## src/rtl/note_window_scroller.sv

```systemverilog
// note_window_scroller: fetches 2-bit note codes from a synchronous note ROM
// and scrolls a WIN-slot window of R/G/B lane bits toward the hit line.
// The pixel offset advances every (TICK>>speed) cycles. The window shifts by
// one note every PIX pixel steps.
module note_window_scroller #(
  parameter int WIN  = 10,
  parameter int PIX  = 7,
  parameter int TICK = 1000,
  parameter int AW   = 8
) (
  input  logic           clk,
  input  logic           rst,
  input  logic           start,
  input  logic [AW-1:0]  song_base,
  input  logic [AW-1:0]  song_len,
  input  logic           pause,
  input  logic [1:0]     speed,
  input  logic           loop,
  output logic [AW-1:0]  rom_addr,
  input  logic [1:0]     rom_data,
  output logic [WIN-1:0] note_R,
  output logic [WIN-1:0] note_G,
  output logic [WIN-1:0] note_B,
  output logic [3:0]     offset,
  output logic           step,
  output logic           busy,
  output logic           finish
);

  localparam int TW = $clog2(TICK);       // holds TICK-1
  localparam int LW = $clog2(WIN + 1);    // holds WIN (prefetch target tag)
  localparam int NW = AW + LW + 1;        // note index wide enough for idx+WIN

  typedef enum logic [1:0] {S_IDLE, S_LOAD, S_RUN, S_FINISH} state_t;

  state_t          state_q;
  logic [AW-1:0]   base_q, len_q, idx_q, rom_addr_q;
  logic [TW-1:0]   tick_q;
  logic [3:0]      offset_q;
  logic            step_q;
  logic [1:0]      slot_q [WIN];
  logic [1:0]      pf_q;
  logic [LW-1:0]   ld_cnt_q;
  // Two-stage read tracker: iss = address on rom_addr this cycle,
  // cap = ROM data valid this cycle and captured at the coming edge.
  logic            iss_q, cap_q, iss_zero_q, cap_zero_q;
  logic [LW-1:0]   iss_tgt_q, cap_tgt_q;

  logic [TW-1:0]   thr;
  logic [NW-1:0]   fetch_idx;
  logic            fetch_hit, ld_hit;
  logic [1:0]      cap_val;

  // Step threshold from the live speed setting; 11 behaves as x1.
  always_comb begin
    // NOTE: every combinational output gets a default so no latch is inferred.
    thr = TW'(TICK - 1);
    unique case (speed)
      2'b01:   thr = TW'((TICK >> 1) - 1);
      2'b10:   thr = TW'((TICK >> 2) - 1);
      default: thr = TW'(TICK - 1);
    endcase
  end

  // Fetch index/bounds helpers and the value a landing capture writes.
  always_comb begin
    fetch_idx = (state_q == S_RUN) ? NW'(idx_q) + NW'(WIN + 1) : NW'(WIN);
    fetch_hit = fetch_idx < NW'(len_q);
    ld_hit    = NW'(ld_cnt_q) < NW'(len_q);
    cap_val   = cap_zero_q ? 2'b00 : rom_data;
  end

  // Control FSM plus window/prefetch datapath.
  always_ff @(posedge clk or posedge rst) begin
    if (rst) begin
      // NOTE: the window registers drive outputs directly, so unlike a plain
      // storage array they are reset.
      state_q    <= S_IDLE;
      base_q     <= '0;
      len_q      <= '0;
      idx_q      <= '0;
      rom_addr_q <= '0;
      tick_q     <= '0;
      offset_q   <= '0;
      step_q     <= 1'b0;
      pf_q       <= '0;
      ld_cnt_q   <= '0;
      iss_q      <= 1'b0;
      cap_q      <= 1'b0;
      iss_zero_q <= 1'b0;
      cap_zero_q <= 1'b0;
      iss_tgt_q  <= '0;
      cap_tgt_q  <= '0;
      for (int k = 0; k < WIN; k++) slot_q[k] <= '0;
    end else begin
      step_q     <= 1'b0;
      iss_q      <= 1'b0;
      cap_q      <= iss_q;
      cap_tgt_q  <= iss_tgt_q;
      cap_zero_q <= iss_zero_q;

      // Reads already in flight always land, whatever the state or pause.
      if (cap_q) begin
        if (cap_tgt_q == LW'(WIN)) pf_q <= cap_val;
        for (int k = 0; k < WIN; k++)
          if (cap_tgt_q == LW'(k)) slot_q[k] <= cap_val;
      end

      unique case (state_q)
        S_IDLE: begin
          if (start) begin
            base_q <= song_base;
            len_q  <= song_len;
            if (song_len == '0) begin
              state_q <= S_FINISH;
            end else begin
              state_q    <= S_LOAD;
              rom_addr_q <= song_base;
              iss_q      <= 1'b1;
              iss_tgt_q  <= '0;
              iss_zero_q <= 1'b0;
              ld_cnt_q   <= LW'(1);
            end
          end
        end

        S_LOAD: begin
          if (ld_cnt_q < LW'(WIN)) begin
            // Notes past the end of the song are not fetched; they land as 0.
            if (ld_hit) rom_addr_q <= base_q + AW'(ld_cnt_q);
            iss_q      <= 1'b1;
            iss_tgt_q  <= ld_cnt_q;
            iss_zero_q <= !ld_hit;
            ld_cnt_q   <= ld_cnt_q + LW'(1);
          end
          if (cap_q && cap_tgt_q == LW'(WIN - 1)) begin
            state_q  <= S_RUN;
            offset_q <= '0;
            idx_q    <= '0;
            tick_q   <= '0;
            if (fetch_hit) rom_addr_q <= base_q + fetch_idx[AW-1:0];
            iss_q      <= 1'b1;
            iss_tgt_q  <= LW'(WIN);
            iss_zero_q <= !fetch_hit;
          end
        end

        S_RUN: begin
          if (idx_q == len_q) begin
            state_q <= S_FINISH;
          end else if (!pause) begin
            if (tick_q >= thr) begin
              tick_q <= '0;
              step_q <= 1'b1;
              if (offset_q < 4'(PIX - 1)) begin
                offset_q <= offset_q + 4'd1;
              end else begin
                offset_q <= '0;
                for (int k = 0; k < WIN - 1; k++) slot_q[k] <= slot_q[k+1];
                slot_q[WIN-1] <= pf_q;
                idx_q <= idx_q + AW'(1);
                if (fetch_hit) rom_addr_q <= base_q + fetch_idx[AW-1:0];
                iss_q      <= 1'b1;
                iss_tgt_q  <= LW'(WIN);
                iss_zero_q <= !fetch_hit;
              end
            end else begin
              tick_q <= tick_q + TW'(1);
            end
          end
        end

        S_FINISH: begin
          // An empty song never loops, so finish stays a single pulse.
          if (loop && len_q != '0) begin
            state_q    <= S_LOAD;
            rom_addr_q <= base_q;
            iss_q      <= 1'b1;
            iss_tgt_q  <= '0;
            iss_zero_q <= 1'b0;
            ld_cnt_q   <= LW'(1);
            offset_q   <= '0;
            idx_q      <= '0;
            tick_q     <= '0;
          end else begin
            state_q  <= S_IDLE;
            offset_q <= '0;
            idx_q    <= '0;
            tick_q   <= '0;
            for (int k = 0; k < WIN; k++) slot_q[k] <= '0;
          end
        end

        default: state_q <= S_IDLE;
      endcase
    end
  end

  // Decode stored note codes into lane colour bits.
  always_comb begin
    for (int k = 0; k < WIN; k++) begin
      note_R[k] = (slot_q[k] == 2'd1);
      note_B[k] = (slot_q[k] == 2'd2);
      note_G[k] = (slot_q[k] == 2'd3);
    end
  end

  assign rom_addr = rom_addr_q;
  assign offset   = offset_q;
  assign step     = step_q;
  assign busy     = (state_q != S_IDLE);
  assign finish   = (state_q == S_FINISH);

endmodule
```

## config.mk

```make
export PLATFORM = sky130hd
export DESIGN_NAME = note_window_scroller
export DESIGN_NICKNAME = d
export VERILOG_FILES = /design/src/rtl/note_window_scroller.sv
export SDC_FILE = /design/constraint.sdc
export NUM_CORES = 1
export LEC_CHECK = 0
export ABC_AREA = 1
export CAP_MARGIN = 20
export CORE_MARGIN = 5
export CORE_UTILIZATION = 38
export CTS_CLUSTER_SIZE = 28
export DETAILED_ROUTE_END_ITERATION = 8
export MAX_ROUTING_LAYER = met4
export PLACE_DENSITY_LB_ADDON = 0.05
export SYNTH_ARGS = -nofsm -noshare
export SYNTH_HDL_FRONTEND = slang
export SYNTH_SLANG_ARGS = --single-unit
```

## constraint.sdc

```tcl
create_clock -name clk -period 2.9 [get_ports clk]
set_input_delay 0.725 -clock clk [delete_from_list [all_inputs] [get_ports clk]]
set_output_delay 0.725 -clock clk [all_outputs]
set_load 0.01 [all_outputs]
```

==> results.sh <==
export IMPL_layout_setup_ws_ns=0.159
export IMPL_hp_class="reg -> reg"
export IMPL_yosysSeqAreaShare_pct=35.6
export IMPL_power_density_nw_per_um2=935
export IMPL_synthMuxAreaShare_pct=0.184
export IMPL_syn_nets=945
export IMPL_max_slew_margin_pct=55.2
export IMPL_synth_compound_area_share_pct=12.5
export IMPL_detailed_place_hpwl_um=12900
export IMPL_clock_sinks=87
export IMPL_grt_overflow_total=0
export IMPL_cp_buffers_inverters=7
export IMPL_synth_fa_ha_area_share_pct=8.43
export IMPL_critPathArrivalTime_ns=3.02
export IMPL_tightestPinTransition_ns=0.670
export IMPL_via_count=5840
export IMPL_syn_area_um2=6120
export IMPL_viasPerCell=4.88
export IMPL_clockRootBuffer="clkbuf_16"
export IMPL_drc_errors=0
export IMPL_antenna_found_initial=0
export IMPL_status="finished clean"
export IMPL_synth_distinct_cells=43
export IMPL_finalSetupTns_ns=0
export IMPL_timing_max_cap_violations=0
export IMPL_n_fill_cell=1649
export IMPL_cp_start_kind="primary input"
export IMPL_cts_buffers=9
export IMPL_rr_worst_depth=17
export IMPL_synthArstFlopShare_pct=100
export IMPL_synth_xor_area_share_pct=2.00
export IMPL_cp_slowest_cell="clkdlybuf4s50_1"
export IMPL_p_leak_nw=3.92
export IMPL_insertion_delay_ns=0.35
export IMPL_setup_viol=0
export IMPL_holdPathStages=0
export IMPL_hold_ws_ns=0.363
export IMPL_die_h_um=137
export IMPL_path_delay_family="buffers and inverters"
export IMPL_postCtsHoldBufs=0
export IMPL_wl_met1_um=8680
export IMPL_ys_warn_count=0
export IMPL_ios=70
export IMPL_area_growth_pct=26.9
export IMPL_num_antenna_cells=0
export IMPL_slew_violations=0
export IMPL_hold_violations=0
export IMPL_top_layer_used="met4"
export IMPL_clock_skew_ns=0.00775
export IMPL_dp_slack_ns=-0.256
export IMPL_grt_total_usage_pct=19.7
export IMPL_drt_initial_drc_count=384
export IMPL_start_util_pct=38.6
export IMPL_htree_num_levels=3
export IMPL_cp_end_kind="register"
export IMPL_synth_edf_count=0
export IMPL_path_clk_slew_ns=0.07
export IMPL_synth_top_cells_by_area="dfrtp_1 (36%), nand2_1 (15%), inv_1 (8.7%)"
export IMPL_grt_pass1_wl_um=28300
export IMPL_rows=46
export IMPL_grt_pass1_vias=5578
export IMPL_syn_area_per_cell_um2=6.95
export IMPL_dieArea_um2=18700
export IMPL_synth_simple_area_share_pct=30.8
export IMPL_path_common_cell="nand2_1"
export IMPL_drive_gt1_share_pct=10.8
export IMPL_grt_max_degree=88
export IMPL_ys_ff_latch=87
export IMPL_worstPathRequired_ns=3.17
export IMPL_crit_chain="clkdlybuf4s50_1 > inv_1 > ha_2 > inv_2 > ha_4 > nand2_1 > nor2_1 > nand3b_1 > nand3_1 > nand2_1 > inv_1 > nand3_2 > buf_6 > clkinvlp_4 > clkbuf_16 > nand2_1 > o21ai_0"
export IMPL_chipWidth_um=137
export IMPL_wl_per_cell_um=14.6
export IMPL_port_buffer_count=69
export IMPL_synth_largest_area_cell="dfrtp_1"
export IMPL_ir_drop_v=0.000401
export IMPL_met3WireLength_um=798
export IMPL_slowest_delay_ns=0.45
export IMPL_cp_depth=17
export IMPL_first_pass_iters=5
export IMPL_period_share_pct=94.5
export IMPL_fin_crit_ns=2.74
export IMPL_synth_top_family_by_area="simple AND/OR/NAND/NOR gates"
export IMPL_synth_top_area_share_pct=35.6
export IMPL_met2_wirelength_um=7690
export IMPL_gp_congestion=0.874
export IMPL_netlist_instances=880
export IMPL_core_um2=15800
export IMPL_synth_most_common_cell="nand2_1"
export IMPL_totalWireLength_um=17500
export IMPL_clk_path_buf_depth=2
export IMPL_fin_nets=1041
export IMPL_max_freq_ghz=0.365
export IMPL_antenna_left=0
export IMPL_cts_tree="built"
export IMPL_synthTopCellsByCount="nand2_1 (246), inv_1 (141), dfrtp_1 (87), nor2_1 (81), o21ai_0 (80)"
export IMPL_ys_flop_type="dfrtp_1"
export IMPL_crit_type="in -> reg"
export IMPL_crit_fanout=5
[sequential cells by signal (all words and copies together) (netlist names), 4 cells and up]
name	count
slot_q	20
ld_cnt_q	4
cap_tgt_q	4
iss_tgt_q	4
tick_q	10
offset	4
len_q	8
base_q	8
rom_addr	8
idx_q	8
[final timing paths]
path                                           endpoint            startpoint  slack (ns)
max in group asynchronous       rom_addr[4]$_DFFE_PP0P_                   rst        1.67
min in group asynchronous          len_q[5]$_DFFE_PP0P_                   rst        0.86
worst max-delay path               slot_q[19]$_DFF_PP0_              speed[0]        0.16
worst max register to register  rom_addr[6]$_DFFE_PP0P_  idx_q[0]$_DFFE_PP0P_        0.20
worst min-delay path                    cap_q$_DFF_PP0_       iss_q$_DFF_PP0_        0.36
worst min register to register          cap_q$_DFF_PP0_       iss_q$_DFF_PP0_        0.36
[per-stage QoR]
stage | instance area (µm²) | std cells | power, mW | utilization [%]
after floorplan | 6120 | 880 | 4.58 | -
after global placement | 7250 | 1177 | 5.89 | 45.8
after detailed placement | 7250 | 1177 | 5.89 | 45.8
after CTS | 7550 | 1192 | 7.14 | 47.7
after global routing | 7760 | 1196 | 8.00 | 49.0
final | 7760 | 1196 | 7.25 | 49.0
[repair_timing]
item / in CTS / in global routing
gates resized for setup: 0 / 39
hold endpoints to repair: 0 / 0
endpoints found under the setup margin: 0 / 40
setup buffers: 0 / 1
[report_power, final]
| part | total, mW | internal (mW) | switching [mW] |
|---|---|---|---|
| clock network | 1.22 | 0.698 | 0.525 |
| registers | 1.96 | 1.57 | 0.381 |
| logic | 4.08 | 1.61 | 2.46 |
[placed cells by master, fill, tap and decap left out, types with 3 or more instances in the layout]
master / n
buf_6: 4
nand4_1: 21
nor2_1: 75
nand3_1: 42
ha_2: 3
clkinvlp_4: 3
a21oi_2: 5
inv_2: 6
a21oi_1: 37
o21ai_0: 79
clkdlybuf4s50_1: 69
o21ai_1: 3
nor2_4: 4
nand2_1: 245
dfrtp_1: 87
nand3_2: 8
o21a_1: 3
o221ai_1: 3
inv_1: 136
nand2_4: 3
clkbuf_16: 10
buf_4: 28
xnor2_1: 3
nor2_2: 7
xor2_1: 9
nor3_1: 12
ha_1: 34
[cell type report]
cell class                      count  area, µm²  share of cell area (%)
Clock buffer                       10        239                    3.08
Clock inverter                      5       66.3                   0.854
Inverter                          145        554                    7.14
Multi-Input combinational cell    629       3440                    44.4
Sequential cell                    87       2180                    28.0
Tap cell                          216        270                    3.48
Timing Repair Buffer              104       1010                    13.0
[routing by layer]
metal	up-vias	track usage (%)
li1	3011	-
met1	2667	27.2
met2	135	30.4
met3	27	3.05
met4	0	5.38
met5	-	-
[cell families after synthesis]
family	after synthesis
buffers and inverters	165
DFF	87
and+or+nand+nor	432
adders and majority gates	40
AOI/OAI and AO/OA	141
muxes	1
xor gates and xnor gates	14
Note: power is estimated with default switching activity, not from simulation.
